<file path="src/rtl/shift_pkg.sv">
// ---------------------------------------------------------------------------
// shift_pkg
// Shared definitions for both ends of the shift-register serial link.
//   shift_mode_e  : what a shift register does on a given edge
//                   (hold, parallel load, shift right, shift left).
//   BIT_ORDER_*   : bit order on the wire, used as the LSB_FIRST parameter
//                   value of the transmitter and the receiver.
// ---------------------------------------------------------------------------
package shift_pkg;

  typedef enum logic [1:0] {
    MODE_HOLD = 2'b00,
    MODE_LOAD = 2'b01,
    MODE_SHR  = 2'b10,
    MODE_SHL  = 2'b11
  } shift_mode_e;

  localparam int BIT_ORDER_MSB = 0;
  localparam int BIT_ORDER_LSB = 1;

endpackage

</file>
<file path="src/rtl/word_out_buf.sv">
// ---------------------------------------------------------------------------
// word_out_buf
// One-deep valid/ready holding register for assembled words.
// Ports:
//   clk, rst     : rising-edge clock, synchronous active-high reset
//   load         : a completed word is offered this edge
//   word         : the completed word
//   dout_ready   : consumer accepts dout this edge
//   dout         : buffered word (holds its value after being consumed)
//   dout_valid   : dout holds an unconsumed word
//   drop         : the offered word cannot be accepted (buffer full, not
//                  being drained); the caller uses this to flag an overrun
// ---------------------------------------------------------------------------
module word_out_buf
  import shift_pkg::*;
#(
  parameter int WIDTH = 4
) (
  input  logic             clk,
  input  logic             rst,
  input  logic             load,
  input  logic [WIDTH-1:0] word,
  input  logic             dout_ready,
  output logic [WIDTH-1:0] dout,
  output logic             dout_valid,
  output logic             drop
);

  logic [WIDTH-1:0] r_dout;
  logic             r_dout_valid;

  // A full buffer that is being drained on this edge can take the new word
  // directly, so back-to-back words never lose a slot.
  assign drop = load && r_dout_valid && !dout_ready;

  always_ff @(posedge clk) begin
    if (rst) begin
      r_dout       <= '0;
      r_dout_valid <= 1'b0;
    end else if (load && (!r_dout_valid || dout_ready)) begin
      r_dout       <= word;
      r_dout_valid <= 1'b1;
    end else if (r_dout_valid && dout_ready) begin
      r_dout_valid <= 1'b0;
    end
  end

  assign dout       = r_dout;
  assign dout_valid = r_dout_valid;

endmodule

</file>
<file path="src/rtl/serial_word_rx.sv">
// ---------------------------------------------------------------------------
// serial_word_rx
// Receive end of the shift-register serial link: collects one bit per
// sin_valid edge into a WIDTH-bit word and hands completed words to a
// one-deep valid/ready output buffer.
// Parameters:
//   WIDTH      : word width, 2..32
//   LSB_FIRST  : BIT_ORDER_MSB (shift left, sin enters bit 0) or
//                BIT_ORDER_LSB (shift right, sin enters bit WIDTH-1)
// Ports:
//   clk, rst       : rising-edge clock, synchronous active-high reset
//   sin, sin_valid : serial bit and its qualifier
//   sync           : word boundary; drops any partial word
//   dout, dout_valid, dout_ready : assembled word handshake
//   overrun        : sticky, a completed word was dropped
//   clr_ovr        : clears overrun (a simultaneous new overrun wins)
// ---------------------------------------------------------------------------
module serial_word_rx
  import shift_pkg::*;
#(
  parameter int WIDTH     = 4,
  parameter int LSB_FIRST = BIT_ORDER_MSB
) (
  input  logic             clk,
  input  logic             rst,
  input  logic             sin,
  input  logic             sin_valid,
  input  logic             sync,
  output logic [WIDTH-1:0] dout,
  output logic             dout_valid,
  input  logic             dout_ready,
  output logic             overrun,
  input  logic             clr_ovr
);

  localparam int                CW       = (WIDTH > 1) ? $clog2(WIDTH) : 1;
  localparam logic [CW-1:0]     CNT_LAST = CW'(WIDTH - 1);

  logic [WIDTH-1:0] r_sr;
  logic [WIDTH-1:0] w_sr_next;
  logic [CW-1:0]    r_cnt;
  logic [CW-1:0]    w_cnt_base;
  shift_mode_e      w_mode;
  logic             w_complete;
  logic             w_drop;
  logic             r_overrun;

  // sync rewinds the bit count before this edge's capture, so a bit arriving
  // together with sync is the first bit of a fresh word. The shift register
  // itself needs no clearing: a full word always overwrites every bit.
  always_comb begin
    w_cnt_base = sync ? '0 : r_cnt;

    w_mode = MODE_HOLD;
    if (sin_valid) begin
      if (LSB_FIRST == BIT_ORDER_LSB) w_mode = MODE_SHR;
      else                            w_mode = MODE_SHL;
    end

    case (w_mode)
      MODE_SHL: w_sr_next = {r_sr[WIDTH-2:0], sin};
      MODE_SHR: w_sr_next = {sin, r_sr[WIDTH-1:1]};
      default:  w_sr_next = r_sr;
    endcase

    w_complete = sin_valid && (w_cnt_base == CNT_LAST);
  end

  always_ff @(posedge clk) begin
    if (rst) begin
      r_sr  <= '0;
      r_cnt <= '0;
    end else begin
      r_sr <= w_sr_next;
      if (sin_valid) r_cnt <= w_complete ? '0 : w_cnt_base + CW'(1);
      else           r_cnt <= w_cnt_base;
    end
  end

  // The buffer sees the shifted value including the current bit, so the
  // word is loaded on the same edge that samples its last bit.
  word_out_buf #(
    .WIDTH(WIDTH)
  ) u_out_buf (
    .clk       (clk),
    .rst       (rst),
    .load      (w_complete),
    .word      (w_sr_next),
    .dout_ready(dout_ready),
    .dout      (dout),
    .dout_valid(dout_valid),
    .drop      (w_drop)
  );

  // Setting takes priority over clearing so an overrun on the clearing edge
  // is never lost.
  always_ff @(posedge clk) begin
    if (rst)          r_overrun <= 1'b0;
    else if (w_drop)  r_overrun <= 1'b1;
    else if (clr_ovr) r_overrun <= 1'b0;
  end

  assign overrun = r_overrun;

endmodule

</file>
<file path="config.mk">
export PLATFORM = sky130hd
export DESIGN_NAME = serial_word_rx
export DESIGN_NICKNAME = d
export VERILOG_FILES = /design/src/rtl/shift_pkg.sv /design/src/rtl/word_out_buf.sv /design/src/rtl/serial_word_rx.sv
export SDC_FILE = /design/constraint.sdc
export NUM_CORES = 1
export LEC_CHECK = 0
export BUFFER_PORTS_ARGS = -buffer_cell sky130_fd_sc_hd__buf_2
export CORE_AREA = 4 4 41 43
export DETAILED_ROUTE_END_ITERATION = 16
export DIE_AREA = 0 0 45 47
export GPL_TIMING_DRIVEN = 0
export PLACE_DENSITY = 0.71
export SLEW_MARGIN = 0
export SYNTH_ARGS = -nofsm -noshare
export SYNTH_HDL_FRONTEND = slang
export SYNTH_SLANG_ARGS = --single-unit
export TNS_END_PERCENT = 30
</file>
<file path="constraint.sdc">
create_clock -name clk -period 1.68 [get_ports clk]
set_input_delay 0 -clock clk [delete_from_list [all_inputs] [get_ports clk]]
set_output_delay 0 -clock clk [all_outputs]
set_load 0.02 [all_outputs]
</file>
## After elaboration in Yosys (flattened, before gate mapping)

Cells that the tools add are included.

- Flip-flop bits (word level): 12
- Output and inout bits: 6

- Reductions and logical operators: 10
- Add/sub/neg operators: 1
- Eq/ne operators: 3
- Mux-type cells: 9

Operator list:

| operator | number |
|---|---|
| 2-bit 2-to-1 mux | 4 |
| 4-bit case mux with 2 select lines | 1 |
| 2-bit equality test (second input constant) | 3 |
| 1-bit logical AND | 5 |
| 1-bit 2-to-1 mux | 4 |
| 2-bit nonzero test | 2 |
| 2-bit by 1-bit adder with 2-bit output (second input constant) | 1 |
| 1-bit logical NOT | 2 |
| 1-bit logical OR | 1 |

## Longest topological paths before layout

Gate-level depths: netlist (run 1).

- Word-level depth: 6
- Depth in mapped cells: 5
- Depth with buffers taken out: 5

## Modules after synthesis

Synthesis (run 1) repeated with hierarchy kept, for this count alone.

- Cells, all modules: 51
- Area, all modules: 560.5 µm²

By module, submodules not included:

| module | instances | area an instance (µm²) | cells each |
|---|---|---|---|
| serial_word_rx | 1 | 321.6 | 28 |
| word_out_buf | 1 | 239.0 | 23 |

## Worst setup path before layout (run 1)

Ideal clock, no wire load.

- Path type: reg-to-reg
- From: register r_cnt[1]
- To: register u_out_buf.r_dout[0], in the netlist u_out_buf.dout[0]
- Stages on the path, launching flop included: 6
- Slack: 575 ps
- Arrival time: 1,033 ps
- Library setup time: 72 ps
- Buffers on the path: 0
- Cell sequence: dfxtp_1 -> nor2b_1 -> ha_1 -> nand2_4 -> nor2_8 -> mux2i_1

- Cells in the longest elaborated chain, start to end: 4

RTL lines:

| what | RTL line | RTL |
|---|---|---|
| from (decl) | serial_word_rx.sv:41 | `logic [CW-1:0] r_cnt;` |
| from (signal assigned) | serial_word_rx.sv:75 | `if (sin_valid) r_cnt <= w_complete ? '0 : w_cnt_base + CW'(1);` |
| from (signal assigned) | serial_word_rx.sv:76 | `else r_cnt <= w_cnt_base;` |
| 2-bit 2-to-1 mux | serial_word_rx.sv:52 | `w_cnt_base = sync ? '0 : r_cnt;` |
| 2-bit equality test | serial_word_rx.sv:66 | `w_complete = sin_valid && (w_cnt_base == CNT_LAST);` |
| 1-bit logical AND | serial_word_rx.sv:66 |  |
| 1-bit logical AND | word_out_buf.sv:40 | `end else if (load && (!r_dout_valid \|\| dout_ready)) begin` |
| to (signal assigned) | word_out_buf.sv:41 | `r_dout <= word;` |
| to (decl) | word_out_buf.sv:29 | `logic [WIDTH-1:0] r_dout;` |

No other way between the ends.
A chain may end at the register's enable or synchronous reset.

## Worst setup path after layout (run 1)

Ends and elaborated chain as after synthesis.

==> results of run 1 <==
[per-stage QoR]
stage / util [%] / total power, mW
6_report: 46.6 / 0.489
3_3_place_gp: 43.8 / 0.310
2_1_floorplan: - / 0.298
3_5_place_dp: 43.8 / 0.311
4_1_cts: 46.6 / 0.496
5_1_grt: 46.6 / 0.512
[worst reg2reg max path: stages (launching register included)]
cell	delay (ns)
sky130_fd_sc_hd__dfxtp_1	0.31
sky130_fd_sc_hd__nor2b_1	0.17
sky130_fd_sc_hd__ha_1	0.28
sky130_fd_sc_hd__nand2_4	0.09
sky130_fd_sc_hd__nor2_8	0.13
sky130_fd_sc_hd__mux2i_1	0.20
[flip-flops by register name, indices dropped and copies added, names as in the netlist]
name,flops
r_cnt,2
overrun,1
u_out_buf.dout_valid,1
u_out_buf.dout,4
r_sr,3
[worst max-delay path by stage]
stage                             end  startpoint  slack (ns)
floorplan           u_out_buf.dout[0]    r_cnt[1]        0.58
global placement    u_out_buf.dout[2]    r_cnt[1]        0.48
detailed placement  u_out_buf.dout[0]    r_cnt[1]        0.44
CTS                 u_out_buf.dout[0]    r_cnt[1]        0.42
global route        u_out_buf.dout[2]    r_cnt[1]        0.34
finish              u_out_buf.dout[0]    r_cnt[1]        0.43
[cell type report]
type                    instances  share of cell area, %
repair buffers                 12                   10.7
flip-flops and latches         11                   36.3
inverters                       1                  0.619
plain buffers                   2                   2.68
clock inverters                 1                  0.825
multi-input cells              33                   42.1
clock buffers                   3                   3.71
well taps                      15                   3.09
[Yosys cell counts]
cell	number	area, sq um
sky130_fd_sc_hd__a21oi_1	2	10.0
sky130_fd_sc_hd__a32oi_1	1	8.76
sky130_fd_sc_hd__and2b_1	1	7.51
sky130_fd_sc_hd__buf_2	1	5.00
sky130_fd_sc_hd__buf_6	1	11.3
sky130_fd_sc_hd__dfxtp_1	11	220
sky130_fd_sc_hd__ha_1	1	12.5
sky130_fd_sc_hd__inv_1	1	3.75
sky130_fd_sc_hd__mux2i_1	7	70.1
sky130_fd_sc_hd__nand2_4	1	11.3
sky130_fd_sc_hd__nand2b_1	9	56.3
sky130_fd_sc_hd__nand3b_1	1	7.51
sky130_fd_sc_hd__nor2_1	6	22.5
sky130_fd_sc_hd__nor2_8	1	20.0
sky130_fd_sc_hd__nor2b_1	1	6.26
sky130_fd_sc_hd__nor2b_4	1	13.8
sky130_fd_sc_hd__xnor2_1	1	8.76
[per-layer routing]
layer	wire, microns	share of wire (%)
met1	375	46
met4	16	2.0
met2	367	45
met3	49	6.1
met5	0	0
[power by group through the flow]
stage	sequential [mW]	clock, mW	combinational (mW)
2_1_floorplan	0.274	0	0.0247
3_3_place_gp	0.274	0	0.0353
3_5_place_dp	0.274	0	0.0365
4_1_cts	0.268	0.189	0.0384
5_1_grt	0.269	0.201	0.0430
6_report	0.268	0.183	0.0379
[repair_timing]
item | in CTS | in global routing
endpoints found under the hold margin | 1 | 0
setup endpoints to repair | 0 | 0
hold buffers | 1 | 0
[kinds of logic after synthesis]
group                    count (synthesis)
AO/OA/AOI/OAI                            3
AND/OR/NAND/NOR                         21
flip-flops                              11
XOR/XNOR                                 1
multiplexers                             7
adder cells (fa/ha/maj)                  1
buffers and inverters                    3
==> impl_metrics.tcl, run 1 <==
set metrics [dict create \
    die_x_microns 45 \
    synth_mux_area_share_pct 14.1 \
    fillcell_total 143 \
    worstReg2RegStart "r_cnt[1]" \
    route.detailed.drc 0 \
    worst_r2r_path_depth 5 \
    run_status "finished clean" \
    timing.critical_path.buf_inv 0 \
    switching_share_of_power_pct 23.4 \
    cpPeakStageDelay_ns 0.31 \
    port-buffer-count 11 \
    initial_utilization_pct 38.1 \
    post-route-worst-setup-slack_ns 0.433 \
    drv.max_cap_violation_count 0 \
    synth.cell_area_sq_um 495 \
    grt_use_met1_pct 11.5 \
    avgRoutedWirePerCell_microns 10.4 \
    path_clk_slew_ns 0.08 \
    r2r_endpoint "u_out_buf.dout[0]" \
    layout.cells.most_common "sky130_fd_sc_hd__buf_2" \
    ys_warn_count 0 \
    post_cts_repair_setup_buffers 0 \
    routed_wl_microns 809 \
    endpoint_kind "flop" \
    register_bit_count_reported_by_yosys 11 \
    power_report.internal_total_mw 0.374 \
    dieHeight_microns 47 \
    worst_skew_pair.late_latency_ns 0.27 \
    routed-via-count 361 \
    unrepaired_setup_endpoints_after_global_routing "no" \
    synth_simple_gate_area_share_pct 29.3 \
    finalSetupViolations 0 \
    floorplan.io_pins 13 \
    syn-num-nets 55 \
    critical_path_depth 5 \
    final-seq-area_sq_um 220 \
    cp_max_fo 4 \
    grtUsageMet2_pct 14.7 \
    power_frac_clock_pct 37.4 \
    cp_cell_sequence "nor2b_1 -> ha_1 -> nand2_4 -> nor2_8 -> mux2i_1" \
    grt.busiest_layer "met2" \
    p_sw_mw 0.114 \
    fin_worst_skew_ns 0.00781 \
    core.rowCount 13 \
    num-nets-final 72 \
    hold_viol 0 \
    layout_cell_area_excl_fill_sq_um 607 \
    cp_top_family "simple AND/OR/NAND/NOR gates" \
    post_synthesis_cell_count 47 \
    drtPass1Iterations 4 \
    post-route-min-period_ns 1.25 \
    seq_power_share_pct 54.9 \
    fraction_of_final_layout_cells_with_drive_strength_greater_than_1_pct 31.7 \
    cts_num_sinks 11 \
    multi_input_comb_area_sq_um 255 \
    detailedPlacementHpwl_microns 609 \
    slew_violations 0 \
    cts_htree_levels 1 \
    post_synth.cell_area_avg_sq_um 10.5 \
    worstHoldEndpoint "overrun" \
    worst_hold_path_type "input pin to flop" \
    power_per_cell_area_mw_per_mm2 806 \
    synthXorXnorAreaFrac_pct 1.77 \
    synth-adder-area-share_pct 2.53 \
    tightestPinTransition_ns 0.193 \
    drt.antenna.violating_nets 0 \
    cpMaxStageDelayCell "sky130_fd_sc_hd__dfxtp_1" \
    setup.worst_path.start_class "flop" \
    insertedDiodeCount 0 \
    initialDrtViolationCount 8 \
    clock_tree.buffer_depth 2 \
    final_cells 78 \
    global_route.usage.total_pct 10.0 \
    final_cell_mix "sky130_fd_sc_hd__buf_2, sky130_fd_sc_hd__dfxtp_1, sky130_fd_sc_hd__nand2b_1, sky130_fd_sc_hd__mux2i_1, sky130_fd_sc_hd__nor2_1" \
    vdd_drop_max_v 0.000287 \
    worst-setup-path-type "flop to flop" \
    ys_seq_area_share_pct 44.4 \
    post-route-period-util_pct 74.2 \
    synth_top_family_by_area "simple AND/OR/NAND/NOR gates" \
    postPlaceCellArea_sq_um 569 \
    core_region_area_sq_mm 0.00130 \
    power.combinational.fraction_pct 7.8 \
    timing.max_slew.rel_slack_pct 87.1 \
    hold_slack_ns 0.0186 \
    post_drt_via_cell_ratio 4.63 \
    post_placement_setup_slack_ns 0.444 \
    gr-usage-met3_pct 4.60 \
    cp_data_arrival_time_ns 1.45 \
    r2r_slack_ns 0.43 \
    synth-compound-area-share_pct 3.79 \
    total_leakage_power_nw 0.268 \
    holdPathStages 4 \
    first_global_vias 342 \
    yosysUniqueCellTypes 17 \
    number_of_antenna_violations_at_the_first_check_in_global_routing 0 \
    cts_resized 0 \
    die_area_sq_mm 0.00212 \
    grt_pass1_wl_microns 1450 \
    hp-start "clr_ovr" \
    tns_ns 0 \
    cts_tree "done" \
    grt_start_max_net_pins 10 \
    fmax_mhz 802 \
    gp_congestion 0.644 \
    gr-total-overflow 0 \
    clock_root_buffer "sky130_fd_sc_hd__clkbuf_4" \
    cp_data_required_time_ns 1.89 \
    clock_buffer_count_from_cts 3 \
    placed_cells_incl_taps 73 \
    layout-area-overhead-vs-synth_pct 22.5 \
]
Note: power is estimated with default switching activity, not from simulation.
==> run 2, diff against run 1 <==
==> constraint.sdc (replaced) <==
create_clock -name clk -period 1.2 [get_ports clk]
set_input_delay 0 -clock clk [delete_from_list [all_inputs] [get_ports clk]]
set_output_delay 0 -clock clk [all_outputs]
set_load 0.02 [all_outputs]
==> impl_metrics.tcl, run 2 (synthesized netlist as in run 1, its figures left out) <==
set metrics [dict create \
    tns_ns 0 \
    placed_cells_incl_taps 73 \
    tightestPinTransition_ns 0.181 \
    die_area_sq_mm 0.00212 \
    finalCoreUtilization_pct 49.4 \
    postPlaceCellArea_sq_um 569 \
    num-nets-final 74 \
    hp-start "clr_ovr" \
    cpMaxStageDelayCell "sky130_fd_sc_hd__dfxtp_1" \
    route.detailed.drc 0 \
    detailedPlacementHpwl_microns 609 \
    path_clk_slew_ns 0.08 \
    cts_tree "done" \
    post-route-min-period_ns 1.16 \
    power_per_cell_area_mw_per_mm2 1080 \
    worstReg2RegStart "r_cnt[0]" \
    routed_wl_microns 921 \
    post_placement_setup_slack_ns -0.0361 \
    die_x_microns 45 \
    setup.worst_path.start_class "flop" \
    cts_num_sinks 11 \
    worst-setup-path-type "flop to flop" \
    core.rowCount 13 \
    fin_worst_skew_ns 0.00786 \
    post-route-worst-setup-slack_ns 0.0379 \
    worst_hold_path_type "input pin to flop" \
    endpoint_kind "flop" \
    finalSetupViolations 0 \
    initial_utilization_pct 38.1 \
    run_status "finished clean" \
    gp_congestion 0.644 \
    floorplan.io_pins 13 \
    drv.max_cap_violation_count 0 \
    power.combinational.fraction_pct 8.9 \
    routed-via-count 361 \
    first_global_vias 367 \
    layout-area-overhead-vs-synth_pct 29.8 \
    layout.cells.most_common "sky130_fd_sc_hd__buf_2" \
    unrepaired_setup_endpoints_after_global_routing "yes" \
    power_report.internal_total_mw 0.529 \
    cp_max_fo 3 \
    grt_pass1_wl_microns 1580 \
    clock_root_buffer "sky130_fd_sc_hd__clkbuf_4" \
    fillcell_total 136 \
    global_route.usage.total_pct 11.0 \
    drt.antenna.violating_nets 0 \
    cp_data_required_time_ns 1.37 \
    final_cell_mix "sky130_fd_sc_hd__buf_2, sky130_fd_sc_hd__dfxtp_1, sky130_fd_sc_hd__nand2b_1, sky130_fd_sc_hd__mux2i_1, sky130_fd_sc_hd__nor2_1" \
    hold_slack_ns 0.0178 \
    drtPass1Iterations 4 \
    timing.max_slew.rel_slack_pct 87.9 \
    seq_power_share_pct 54.3 \
    power_frac_clock_pct 36.8 \
    port-buffer-count 11 \
    cts_htree_levels 1 \
    clock_buffer_count_from_cts 3 \
    max_ffs_per_register 4 \
    layout_cell_area_excl_fill_sq_um 643 \
    insertedDiodeCount 0 \
    avgRoutedWirePerCell_microns 11.5 \
    switching_share_of_power_pct 23.5 \
    p_sw_mw 0.163 \
    initialDrtViolationCount 9 \
    clock_tree.buffer_depth 2 \
    grt_start_max_net_pins 10 \
    slew_violations 0 \
    final_cells 80 \
    vdd_drop_max_v 0.000401 \
    total_power_mw 0.692 \
    worst_skew_pair.late_latency_ns 0.27 \
    cp_cell_sequence "and2b_2 -> ha_4 -> buf_4 -> a32oi_1 -> nor2_1" \
    post-route-period-util_pct 96.8 \
    core_region_area_sq_mm 0.00130 \
    hold_viol 0 \
    total_leakage_power_nw 0.276 \
    fraction_of_final_layout_cells_with_drive_strength_greater_than_1_pct 38.5 \
    fmax_mhz 861 \
    number_of_antenna_violations_at_the_first_check_in_global_routing 0 \
    launching_element_of_the_worst_setup_path "r_cnt[0]" \
    dieHeight_microns 47 \
    post_drt_via_cell_ratio 4.51 \
    cpPeakStageDelay_ns 0.30 \
    cp_data_arrival_time_ns 1.33 \
    gr-total-overflow 0 \
]
-- run 2: changes by cell type in the layout (fill, tap and decap cells not counted), sizes merged --
cell,before,now
buf,13,15
-- run 2: final timing paths --
check | end | slack [ns] | cells after the start
setup / recovery | overrun | 0.04 | 5
hold / removal | overrun | 0.02 | 4
setup reg to reg | overrun | 0.04 | 5
hold reg to reg | u_out_buf.dout[3] | 0.47 | 2
-- run 2: area by class of cell --
| class | instances | area, sq um | area share [%] |
|---|---|---|---|
| Buffer | 2 | 16.3 | 2.53 |
| Clock buffer | 3 | 22.5 | 3.50 |
| Clock inverter | 1 | 5.00 | 0.778 |
| Inverter | 1 | 3.75 | 0.584 |
| Multi-Input combinational cell | 33 | 277 | 43.0 |
| Sequential cell | 11 | 220 | 34.2 |
| Tap cell | 15 | 18.8 | 2.92 |
| Timing Repair Buffer | 14 | 80.1 | 12.5 |
-- run 2: timing repair --
action | CTS | global route
gates resized for setup | 1 | 4
pin swaps | 1 | 2
buffers inserted | 1 | 1
setup endpoints to repair | 4 | 6
hold buffers | 1 | 0
hold endpoints to repair | 1 | 0
-- run 2: layer usage --
layer | global-route usage (%) | part of all wire [%] | vias to the layer above
met5 | 0 | 0 | -
met1 | 12.0 | 43 | 162
met4 | 7.02 | 1.7 | 0
met2 | 17.8 | 50 | 10
li1 | - | - | 187
met3 | 4.60 | 5.2 | 2
-- run 2: worst max-delay path: cells and delay by family, from the launching register on --
kind,cells,cell delay [ns]
buffers and inverters,1,0.14
and+or+nand+nor,2,0.26
DFF,1,0.30
adders and majority gates,1,0.18
AOI/OAI and AO/OA,1,0.18
-- run 2: power groups by stage --
| stage | Sequential, mW | Clock (mW) | Combinational (mW) |
|---|---|---|---|
| 2_1_floorplan | 0.383 | 0 | 0.0346 |
| 3_3_place_gp | 0.384 | 0 | 0.0495 |
| 3_5_place_dp | 0.384 | 0 | 0.0511 |
| 4_1_cts | 0.376 | 0.265 | 0.0541 |
| 5_1_grt | 0.376 | 0.281 | 0.0692 |
| 6_report | 0.376 | 0.255 | 0.0615 |
==> run 3, diff against run 2 <==
--- a/config.mk
+++ b/config.mk
@@ -10,7 +10,6 @@
 export DETAILED_ROUTE_END_ITERATION = 16
 export DIE_AREA = 0 0 45 47
 export GPL_TIMING_DRIVEN = 0
-export PLACE_DENSITY = 0.71
 export SLEW_MARGIN = 0
 export SYNTH_ARGS = -nofsm -noshare
 export SYNTH_HDL_FRONTEND = slang
==> impl_metrics.tcl, run 3 (synthesized netlist as in run 1, its figures left out) <==
set metrics [dict create \
    post-route-min-period_ns 1.16 \
    post_placement_setup_slack_ns -0.0130 \
    routed-wl-met2_microns 373 \
    endpoint_kind "flop" \
    number_of_antenna_violations_at_the_first_check_in_global_routing 0 \
    max_ffs_per_register 4 \
    route.detailed.drc 0 \
    core.rowCount 13 \
    port-buffer-count 11 \
    layout.cells.most_common "sky130_fd_sc_hd__buf_2" \
    die_area_sq_mm 0.00212 \
    post-route-worst-setup-slack_ns 0.0386 \
    final_cell_mix "sky130_fd_sc_hd__buf_2, sky130_fd_sc_hd__dfxtp_1, sky130_fd_sc_hd__nand2b_1, sky130_fd_sc_hd__mux2i_1, sky130_fd_sc_hd__nor2_1" \
    cp_cell_sequence "and2b_1 -> ha_4 -> buf_4 -> a32oi_1 -> nor2_1" \
    cpMaxStageDelayCell "sky130_fd_sc_hd__dfxtp_1" \
    detailedPlacementHpwl_microns 572 \
    run_status "finished clean" \
    worst_hold_path_type "input pin to flop" \
    routed-via-count 361 \
    cts_tree "done" \
    top_layer_used "met4" \
    num-nets-final 73 \
    grt_start_max_net_pins 10 \
    drtPass1Iterations 4 \
    worstReg2RegStart "r_cnt[0]" \
    fmax_mhz 861 \
    cts_num_sinks 11 \
    core_region_area_sq_mm 0.00130 \
    tightestPinTransition_ns 0.185 \
    clock_buffer_count_from_cts 3 \
    dr_wl_met3_microns 62 \
    cp_data_required_time_ns 1.36 \
    fraction_of_final_layout_cells_with_drive_strength_greater_than_1_pct 34.4 \
    first_global_vias 307 \
    clock_tree.buffer_depth 2 \
    path_clk_slew_ns 0.07 \
    fin_worst_skew_ns 0.00301 \
    avgRoutedWirePerCell_microns 10.2 \
    slew_violations 0 \
    dieHeight_microns 47 \
    cp_data_arrival_time_ns 1.32 \
    layout-area-overhead-vs-synth_pct 27.8 \
    grt_pass1_wl_microns 1300 \
    hp-start "clr_ovr" \
    timing.max_slew.rel_slack_pct 87.7 \
    cts_htree_levels 1 \
    gr-total-overflow 0 \
    tns_ns 0 \
    die_x_microns 45 \
    setup.worst_path.start_class "flop" \
    total_power_mw 0.679 \
    fillcell_total 134 \
    floorplan.io_pins 13 \
    post_drt_via_cell_ratio 4.57 \
    worst-setup-path-type "flop to flop" \
    initialDrtViolationCount 5 \
    cpPeakStageDelay_ns 0.30 \
    drt.antenna.violating_nets 0 \
    power_per_cell_area_mw_per_mm2 1070 \
    insertedDiodeCount 0 \
    hold_viol 0 \
    detail_route.wirelength.met1_microns 360 \
    drv.max_cap_violation_count 0 \
    vdd_drop_max_v 0.000864 \
    gp_congestion 0.603 \
    routed_wl_microns 805 \
    post-route-period-util_pct 96.8 \
    launching_element_of_the_worst_setup_path "r_cnt[0]" \
    initial_utilization_pct 38.1 \
    finalSetupViolations 0 \
    cp_max_fo 3 \
    global_route.usage.total_pct 9.13 \
    worst_skew_pair.late_latency_ns 0.26 \
    total_leakage_power_nw 0.269 \
    clock_root_buffer "sky130_fd_sc_hd__clkbuf_4" \
]
==> run 3: layout make-up <==
type                    instances  area [sq um]  area share (%)
well taps                      15          18.8            2.96
repair buffers                 13          72.6            11.5
plain buffers                   2          16.3            2.57
multi-input cells              33           275            43.5
clock buffers                   4          26.3            4.15
inverters                       1          3.75           0.593
flip-flops and latches         11           220            34.8
==> run 3: report_power, final <==
group,internal (mW),switching (mW),total (mW)
sequential,0.372,0.00364,0.376
clock,0.129,0.118,0.247
combinational,0.0303,0.0262,0.0565
==> run 3: worst max-delay path, delay by kind of cell (launching register included) <==
family,cells,cell delay (ns)
AO/OA/AOI/OAI,1,0.18
adder cells (fa/ha/maj),1,0.19
buffers and inverters,1,0.13
flip-flops,1,0.30
AND/OR/NAND/NOR,2,0.25
==> run 3: timing repair <==
action	in CTS	in global routing
pin swaps	1	1
resized for setup	1	3
hold buffers	1	0
setup endpoints to repair	4	4
setup buffers	1	0
endpoints found under the hold margin	2	0
==> run 3: metrics by stage <==
step                instances  hold WS [ns]  util, %  area [sq um]
floorplan                  47         0.147        -           495
global placement           73         0.258     43.8           569
detailed placement         73         0.260     43.8           569
CTS                        79        0.0216     47.3           616
global route               79        0.0379     48.7           633
finish                     79        0.0247     48.7           633
==> run 3: metal layers <==
layer,vias up,GRT usage [%]
li1,189,-
met1,160,9.70
met2,10,13.6
met3,2,7.28
met4,0,3.51
met5,-,0
==> run 3: path summary, 6_finish.rpt <==
path,end,slack [ns],depth (start not counted)
max,overrun,0.04,5
max reg2reg,overrun,0.04,5
min,overrun,0.02,4
min reg2reg,u_out_buf.dout[2],0.47,2
